$ cat config.mk
export PLATFORM = sky130hd
export DESIGN_NAME = vx_tl_dmem_source_tracker
export DESIGN_NICKNAME = d
export VERILOG_FILES = /design/src/rtl/vx_tl_pkg.sv /design/src/rtl/vx_tl_source_alloc.sv /design/src/rtl/vx_tl_dmem_source_tracker.sv
export SDC_FILE = /design/constraint.sdc
export NUM_CORES = 1
export LEC_CHECK = 0
export ABC_AREA = 1
export BUFFER_PORTS_ARGS = -buffer_cell sky130_fd_sc_hd__buf_2
export CAP_MARGIN = 20
export CORE_ASPECT_RATIO = 0.6
export CORE_MARGIN = 2
export CORE_UTILIZATION = 53
export CTS_CLUSTER_DIAMETER = 50
export DETAILED_ROUTE_END_ITERATION = 6
export PLACE_DENSITY = 0.79
export REMOVE_ABC_BUFFERS = 1
export SLEW_MARGIN = 20
export SYNTH_ARGS = -nofsm -noshare
export SYNTH_HDL_FRONTEND = slang
export SYNTH_SLANG_ARGS = --single-unit
$ cat constraint.sdc
create_clock -name clock -period 5.1 [get_ports clock]
set_input_delay 0.51 -clock clock [delete_from_list [all_inputs] [get_ports clock]]
set_output_delay 0.51 -clock clock [all_outputs]
set_load 0.005 [all_outputs]
$ cat src/rtl/vx_tl_pkg.sv
// rtl/vx_tl_pkg.sv - TileLink-UL opcodes and the byteen to A-channel encoding shared by the cache paths
package vx_tl_pkg;

    localparam logic [2:0] TL_GET         = 3'd4;
    localparam logic [2:0] TL_PUT_FULL    = 3'd0;
    localparam logic [2:0] TL_PUT_PARTIAL = 3'd1;
    localparam logic [2:0] TL_ACK         = 3'd0;
    localparam logic [2:0] TL_ACK_DATA    = 3'd1;

    typedef struct packed {
        logic       none;
        logic [2:0] opcode;
        logic [3:0] size;
        logic [1:0] offset;
        logic [3:0] mask;
    } tl_enc_t;

    // Naturally aligned 1/2/4-byte writes go out as PutFull; anything else is a PutPartial word.
    function automatic tl_enc_t tl_encode(input logic rw, input logic [3:0] byteen);
        tl_enc_t e;
        e.none   = 1'b0;
        e.opcode = TL_PUT_FULL;
        e.size   = 4'd2;
        e.offset = 2'd0;
        e.mask   = byteen;
        if (!rw) begin
            e.opcode = TL_GET;
            e.mask   = 4'hF;
        end else begin
            case (byteen)
                4'b0000: e.none = 1'b1;
                4'b1111: e.size = 4'd2;
                4'b0011: e.size = 4'd1;
                4'b1100: begin e.size = 4'd1; e.offset = 2'd2; end
                4'b0001: e.size = 4'd0;
                4'b0010: begin e.size = 4'd0; e.offset = 2'd1; end
                4'b0100: begin e.size = 4'd0; e.offset = 2'd2; end
                4'b1000: begin e.size = 4'd0; e.offset = 2'd3; end
                default: e.opcode = TL_PUT_PARTIAL;
            endcase
        end
        return e;
    endfunction

endpackage

$ cat src/rtl/vx_tl_source_alloc.sv
// rtl/vx_tl_source_alloc.sv - busy bitmap with lowest-free source allocation and busy count
module vx_tl_source_alloc #(
    parameter  int NUM_SOURCES = 16,
    localparam int IDW         = $clog2(NUM_SOURCES)
) (
    input  logic                   i_clock,
    input  logic                   i_reset,
    input  logic                   i_alloc_en,
    input  logic                   i_free_en,
    input  logic [IDW-1:0]         i_free_id,
    output logic [IDW-1:0]         o_alloc_id,
    output logic                   o_any_free,
    output logic [NUM_SOURCES-1:0] o_busy,
    output logic [IDW:0]           o_count
);

    logic [NUM_SOURCES-1:0] r_busy;
    logic [IDW-1:0]         w_alloc_id;
    logic                   w_any_free;
    logic [IDW:0]           w_count;

    always_comb begin
        w_alloc_id = '0;
        w_any_free = 1'b0;
        for (int i = NUM_SOURCES - 1; i >= 0; i--) begin
            if (!r_busy[i]) begin
                w_alloc_id = IDW'(i);
                w_any_free = 1'b1;
            end
        end
    end

    always_comb begin
        w_count = '0;
        for (int i = 0; i < NUM_SOURCES; i++) begin
            w_count = w_count + (IDW+1)'(r_busy[i]);
        end
    end

    // Allocation picks from the pre-free bitmap, so a source freed this cycle is only reusable next cycle.
    always_ff @(posedge i_clock) begin
        if (i_reset) begin
            r_busy <= '0;
        end else begin
            if (i_alloc_en) r_busy[w_alloc_id] <= 1'b1;
            if (i_free_en)  r_busy[i_free_id]  <= 1'b0;
        end
    end

    assign o_alloc_id = w_alloc_id;
    assign o_any_free = w_any_free;
    assign o_busy     = r_busy;
    assign o_count    = w_count;

endmodule

$ cat src/rtl/vx_tl_dmem_source_tracker.sv
// rtl/vx_tl_dmem_source_tracker.sv - dcache request/response to TileLink-UL A/D bridge with source-ID tag table
module vx_tl_dmem_source_tracker
    import vx_tl_pkg::*;
#(
    parameter int NUM_SOURCES  = 16,
    parameter int SOURCE_WIDTH = 8,
    parameter int TAG_WIDTH    = 8,
    parameter int ADDR_WIDTH   = 32
) (
    input  logic                          clock,
    input  logic                          reset,
    input  logic                          req_valid,
    input  logic                          req_rw,
    input  logic [3:0]                    req_byteen,
    input  logic [ADDR_WIDTH-1:0]         req_addr,
    input  logic [31:0]                   req_data,
    input  logic [TAG_WIDTH-1:0]          req_tag,
    output logic                          req_ready,
    output logic                          rsp_valid,
    output logic [31:0]                   rsp_data,
    output logic [TAG_WIDTH-1:0]          rsp_tag,
    output logic                          rsp_error,
    input  logic                          rsp_ready,
    output logic                          a_valid,
    input  logic                          a_ready,
    output logic [2:0]                    a_opcode,
    output logic [3:0]                    a_size,
    output logic [SOURCE_WIDTH-1:0]       a_source,
    output logic [ADDR_WIDTH-1:0]         a_address,
    output logic [3:0]                    a_mask,
    output logic [31:0]                   a_data,
    input  logic                          d_valid,
    output logic                          d_ready,
    input  logic [2:0]                    d_opcode,
    input  logic [SOURCE_WIDTH-1:0]       d_source,
    input  logic [31:0]                   d_data,
    input  logic                          d_denied,
    input  logic                          d_corrupt,
    output logic [$clog2(NUM_SOURCES):0]  outstanding,
    output logic                          err_bad_source
);

    localparam int IDW = $clog2(NUM_SOURCES);

    tl_enc_t                w_enc;
    logic                   w_any_free;
    logic [IDW-1:0]         w_alloc_id;
    logic [NUM_SOURCES-1:0] w_busy;
    logic                   w_req_fire;
    logic                   w_alloc;
    logic                   w_d_fire;
    logic                   w_src_in_range;
    logic [IDW-1:0]         w_d_id;
    logic                   w_src_busy;
    logic                   w_free;
    logic                   w_rsp_load;
    logic                   w_unused_addr_lsb;

    logic                    r_a_valid;
    logic [2:0]              r_a_opcode;
    logic [3:0]              r_a_size;
    logic [SOURCE_WIDTH-1:0] r_a_source;
    logic [ADDR_WIDTH-1:0]   r_a_address;
    logic [3:0]              r_a_mask;
    logic [31:0]             r_a_data;
    logic                    r_rsp_valid;
    logic [31:0]             r_rsp_data;
    logic [TAG_WIDTH-1:0]    r_rsp_tag;
    logic                    r_rsp_error;
    logic                    r_err_bad_source;
    logic [TAG_WIDTH-1:0]    r_tag_table [NUM_SOURCES];

    assign w_enc             = tl_encode(req_rw, req_byteen);
    assign w_unused_addr_lsb = ^req_addr[1:0];

    assign req_ready  = ~reset & (~r_a_valid | a_ready) & w_any_free;
    assign w_req_fire = req_valid & req_ready;
    assign w_alloc    = w_req_fire & ~w_enc.none;

    // Write acks never occupy the response register, so they are always drainable.
    assign d_ready        = ~reset & (~r_rsp_valid | rsp_ready | (d_opcode == TL_ACK));
    assign w_d_fire       = d_valid & d_ready;
    assign w_src_in_range = {1'b0, d_source} < (SOURCE_WIDTH+1)'(NUM_SOURCES);
    assign w_d_id         = d_source[IDW-1:0];
    assign w_src_busy     = w_src_in_range & w_busy[w_d_id];
    assign w_free         = w_d_fire & w_src_busy;
    assign w_rsp_load     = w_free & (d_opcode == TL_ACK_DATA);

    vx_tl_source_alloc #(
        .NUM_SOURCES (NUM_SOURCES)
    ) u_alloc (
        .i_clock    (clock),
        .i_reset    (reset),
        .i_alloc_en (w_alloc),
        .i_free_en  (w_free),
        .i_free_id  (w_d_id),
        .o_alloc_id (w_alloc_id),
        .o_any_free (w_any_free),
        .o_busy     (w_busy),
        .o_count    (outstanding)
    );

    always_ff @(posedge clock) begin
        if (w_alloc) r_tag_table[w_alloc_id] <= req_tag;
    end

    always_ff @(posedge clock) begin
        if (reset) begin
            r_a_valid   <= 1'b0;
            r_a_opcode  <= '0;
            r_a_size    <= '0;
            r_a_source  <= '0;
            r_a_address <= '0;
            r_a_mask    <= '0;
            r_a_data    <= '0;
        end else if (w_alloc) begin
            r_a_valid   <= 1'b1;
            r_a_opcode  <= w_enc.opcode;
            r_a_size    <= w_enc.size;
            r_a_source  <= SOURCE_WIDTH'(w_alloc_id);
            r_a_address <= {req_addr[ADDR_WIDTH-1:2], w_enc.offset};
            r_a_mask    <= w_enc.mask;
            r_a_data    <= req_data;
        end else if (a_ready) begin
            r_a_valid   <= 1'b0;
        end
    end

    always_ff @(posedge clock) begin
        if (reset) begin
            r_rsp_valid <= 1'b0;
            r_rsp_data  <= '0;
            r_rsp_tag   <= '0;
            r_rsp_error <= 1'b0;
        end else if (w_rsp_load) begin
            r_rsp_valid <= 1'b1;
            r_rsp_data  <= d_data;
            r_rsp_tag   <= r_tag_table[w_d_id];
            r_rsp_error <= d_denied | d_corrupt;
        end else if (rsp_ready) begin
            r_rsp_valid <= 1'b0;
        end
    end

    always_ff @(posedge clock) begin
        if (reset) begin
            r_err_bad_source <= 1'b0;
        end else if (w_d_fire & ~w_src_busy) begin
            r_err_bad_source <= 1'b1;
        end
    end

    assign a_valid        = r_a_valid;
    assign a_opcode       = r_a_opcode;
    assign a_size         = r_a_size;
    assign a_source       = r_a_source;
    assign a_address      = r_a_address;
    assign a_mask         = r_a_mask;
    assign a_data         = r_a_data;
    assign rsp_valid      = r_rsp_valid;
    assign rsp_data       = r_rsp_data;
    assign rsp_tag        = r_rsp_tag;
    assign rsp_error      = r_rsp_error;
    assign err_bad_source = r_err_bad_source;

endmodule

==> impl_metrics.json <==
{
  "synth_cell_type_count": 45,
  "rsz0062_at_grt": "false",
  "final_cell_mix": "buf_2, nand2_1, a21oi_1",
  "rr_worst_depth": 10,
  "holdCritStartpoint": "req_data[14]",
  "avgSynthCellArea_sq_um": 10.5,
  "max_freq_ghz": 0.206,
  "clockBufferDepth": 3,
  "post_cts_buffers": 0,
  "wire_per_inst_microns": 17.7,
  "first_pass_iters": 6,
  "dpl_cell_area_sq_um": 11800,
  "clock-root-buffer": "clkbuf_16",
  "fin_nets": 1381,
  "die_area_sq_um": 21200,
  "cts_tree": "yes",
  "synthCells": 1015,
  "worst_ep_arrival_time_ps": 4350,
  "relSlewSlack_pct": 50.9,
  "dp_hpwl_microns": 18700,
  "critPathLaunchType": "flip-flop",
  "n_fill_cell": 1608,
  "drc": 0,
  "drt-total-wl_microns": 27100,
  "synth_area_leader_cell": "edfxtp_1",
  "first_iter_violations": 917,
  "grt.total_usage_pct": 24.6,
  "post-route-util_pct": 63.6,
  "min_period_ps": 4860,
  "grt-ovfl-total": 0,
  "power_mw": 4.29,
  "yosysWarnings": 0,
  "synth_top_area_share_pct": 36.2,
  "io_pins": 262,
  "setup_viol": 0,
  "die_w_microns": 187,
  "num_antenna_cells": 0,
  "antenna_found_initial": 0,
  "synthFlopType": "dfxtp_1",
  "final_common_cell": "buf_2",
  "synth_edf_count": 128,
  "port-buffer-count": 252,
  "tns_ps": 0,
  "slew_viol_final": 0,
  "min_path_cells": 3,
  "cts.sinks": 264,
  "synthTopCellsByArea": "edfxtp_1, dfxtp_1, a21oi_1, nand2_1, a22oi_1",
  "synth-seq-cells": 264,
  "finalClockSkew_ps": 9.53,
  "die_h_microns": 114,
  "reg2reg_slack_ps": 2040,
  "grt_pass1_wl_microns": 41400,
  "period_share_pct": 95.2,
  "clkTransAtPathRegs_ps": 70,
  "worstPathMaxFanout": 8,
  "detail-route-antenna-nets": 0,
  "yosysSeqAreaShare_pct": 61.8,
  "status": "finished clean",
  "crit_path_end_kind": "primary output",
  "crit_required_ps": 4590,
  "r2r_end": "a_address[0]",
  "htreeDepth": 1,
  "whs_endpoint": "a_data[14]",
  "hold_path.class": "in2reg",
  "clock_latency_ps": 520,
  "maxCapViolations": 0,
  "syn_to_final_growth_pct": 18.7,
  "dr_total_vias": 8346,
  "syn_area_sq_um": 10600,
  "start_util_pct": 53.6,
  "grt_start_max_net_pins": 84,
  "coreArea_sq_um": 19800,
  "grt_pass1_vias": 7699,
  "async_flop_share_pct": 0,
  "leakage_nw": 5.14,
  "vias_per_cell": 5.46,
  "place_congestion": 0.942,
  "setup.worst_path.start": "u_alloc.o_busy[0]",
  "peakVddDrop_v": 0.000235,
  "cts_buffers": 24,
  "timing.rr.start": "u_alloc.o_busy[13]",
  "tightest_slew_ps": 737,
  "stdcell_area_sq_um": 12600,
  "hold_violations": 0,
  "crit_type": "reg2out",
  "drive_above_1_share_pct": 25.3,
  "rows": 40,
  "power.density_nw_per_um2": 340
}
worst max path at each step:
stage                     endpoint  slack [ps]  cells after the start
floorplan           outstanding[2]         990                     10
global placement    outstanding[2]         760                     11
detailed placement  outstanding[2]         670                     11
CTS                 outstanding[2]         120                     11
global route        outstanding[2]          60                     11
finish              outstanding[2]         240                     11
area by class of cell:
class	instances	area, sq um	area share (%)
sequential	264	6570	52.1
multi-input combinational	588	3250	25.8
timing repair buffer	257	1310	10.4
clock buffer	32	631	5.00
inverter	103	392	3.11
tap	273	342	2.71
clock inverter	12	118	0.933
timing repair:
| item | in CTS | in global routing |
|---|---|---|
| endpoints found under the setup margin | 0 | 2 |
| resized for setup | 0 | 1 |
| hold buffers | 0 | 0 |
sequential cells by signal, summed over array words and instances (netlist names), 2 cells and up:
register,cells
r_tag_table,128
a_address,32
a_data,32
rsp_data,32
u_alloc.o_busy,16
rsp_tag,8
a_mask,4
a_source,4
a_opcode,2
a_size,2
report_power, final:
part | internal, mW | switching [mW]
logic | 0.107 | 0.183
registers | 2.25 | 0.0164
clock network | 0.973 | 0.754
total | 3.33 | 0.953
kinds of logic (layout without fill, tap and decap cells):
group / Yosys count / in the layout / synth area share (%)
AO/OA/AOI/OAI: 314 / 314 / 17.0
flip-flops: 264 / 264 / 61.8
AND/OR/NAND/NOR: 250 / 250 / 10.6
buffers and inverters: 169 / 404 / 7.90
adder cells (fa/ha/maj): 15 / 15 / 2.47
XOR/XNOR: 2 / 2 / 0.165
other: 1 / 7 / 0.0353
critical path, cell delays in order (launching register included):
cell     delay, ps
dfxtp_2        420
ha_1           260
inv_1           70
fa_1           430
fa_1           550
fa_1           440
fa_1           490
inv_1           50
fa_1           420
fa_1           420
xor2_1         160
buf_2          130
per-stage QoR:
stage	setup WS (ps)	hold WS, ps	cells
after CTS	115	216	1528
after floorplan	988	442	955
final	243	226	1529
after detailed placement	673	436	1484
after global placement	758	430	1484
after global routing	55.1	219	1529
cell usage after synthesis (2+ instances only):
cell type  number
nand2_1       173
a21oi_1       168
dfxtp_1       136
edfxtp_1      128
inv_1          94
a22oi_1        60
o21ai_0        49
clkbuf_1       19
nand3_1        19
buf_6          17
buf_2          15
buf_4          15
nor2_1         14
nand4_1        11
o31ai_1        11
fa_1           10
o21ai_1        10
inv_2           8
ha_1            5
or3_1           5
a22oi_2         4
o22ai_1         4
or2_1           4
nand2_2         3
nor3_1          3
nor4_1          3
or2_0           3
a211oi_1        2
nor2_2          2
nor2_4          2
nor4_4          2
o211ai_1        2
xor2_1          2
layer usage:
metal	part of all wire [%]	vias to the layer above	global-route usage, %
met5	0	-	0
met4	1.3	0	4.13
met3	10	37	6.28
met2	44	397	36.9
met1	45	3952	36.9
li1	-	3960	-
Note: power is estimated with default switching activity, not from simulation.
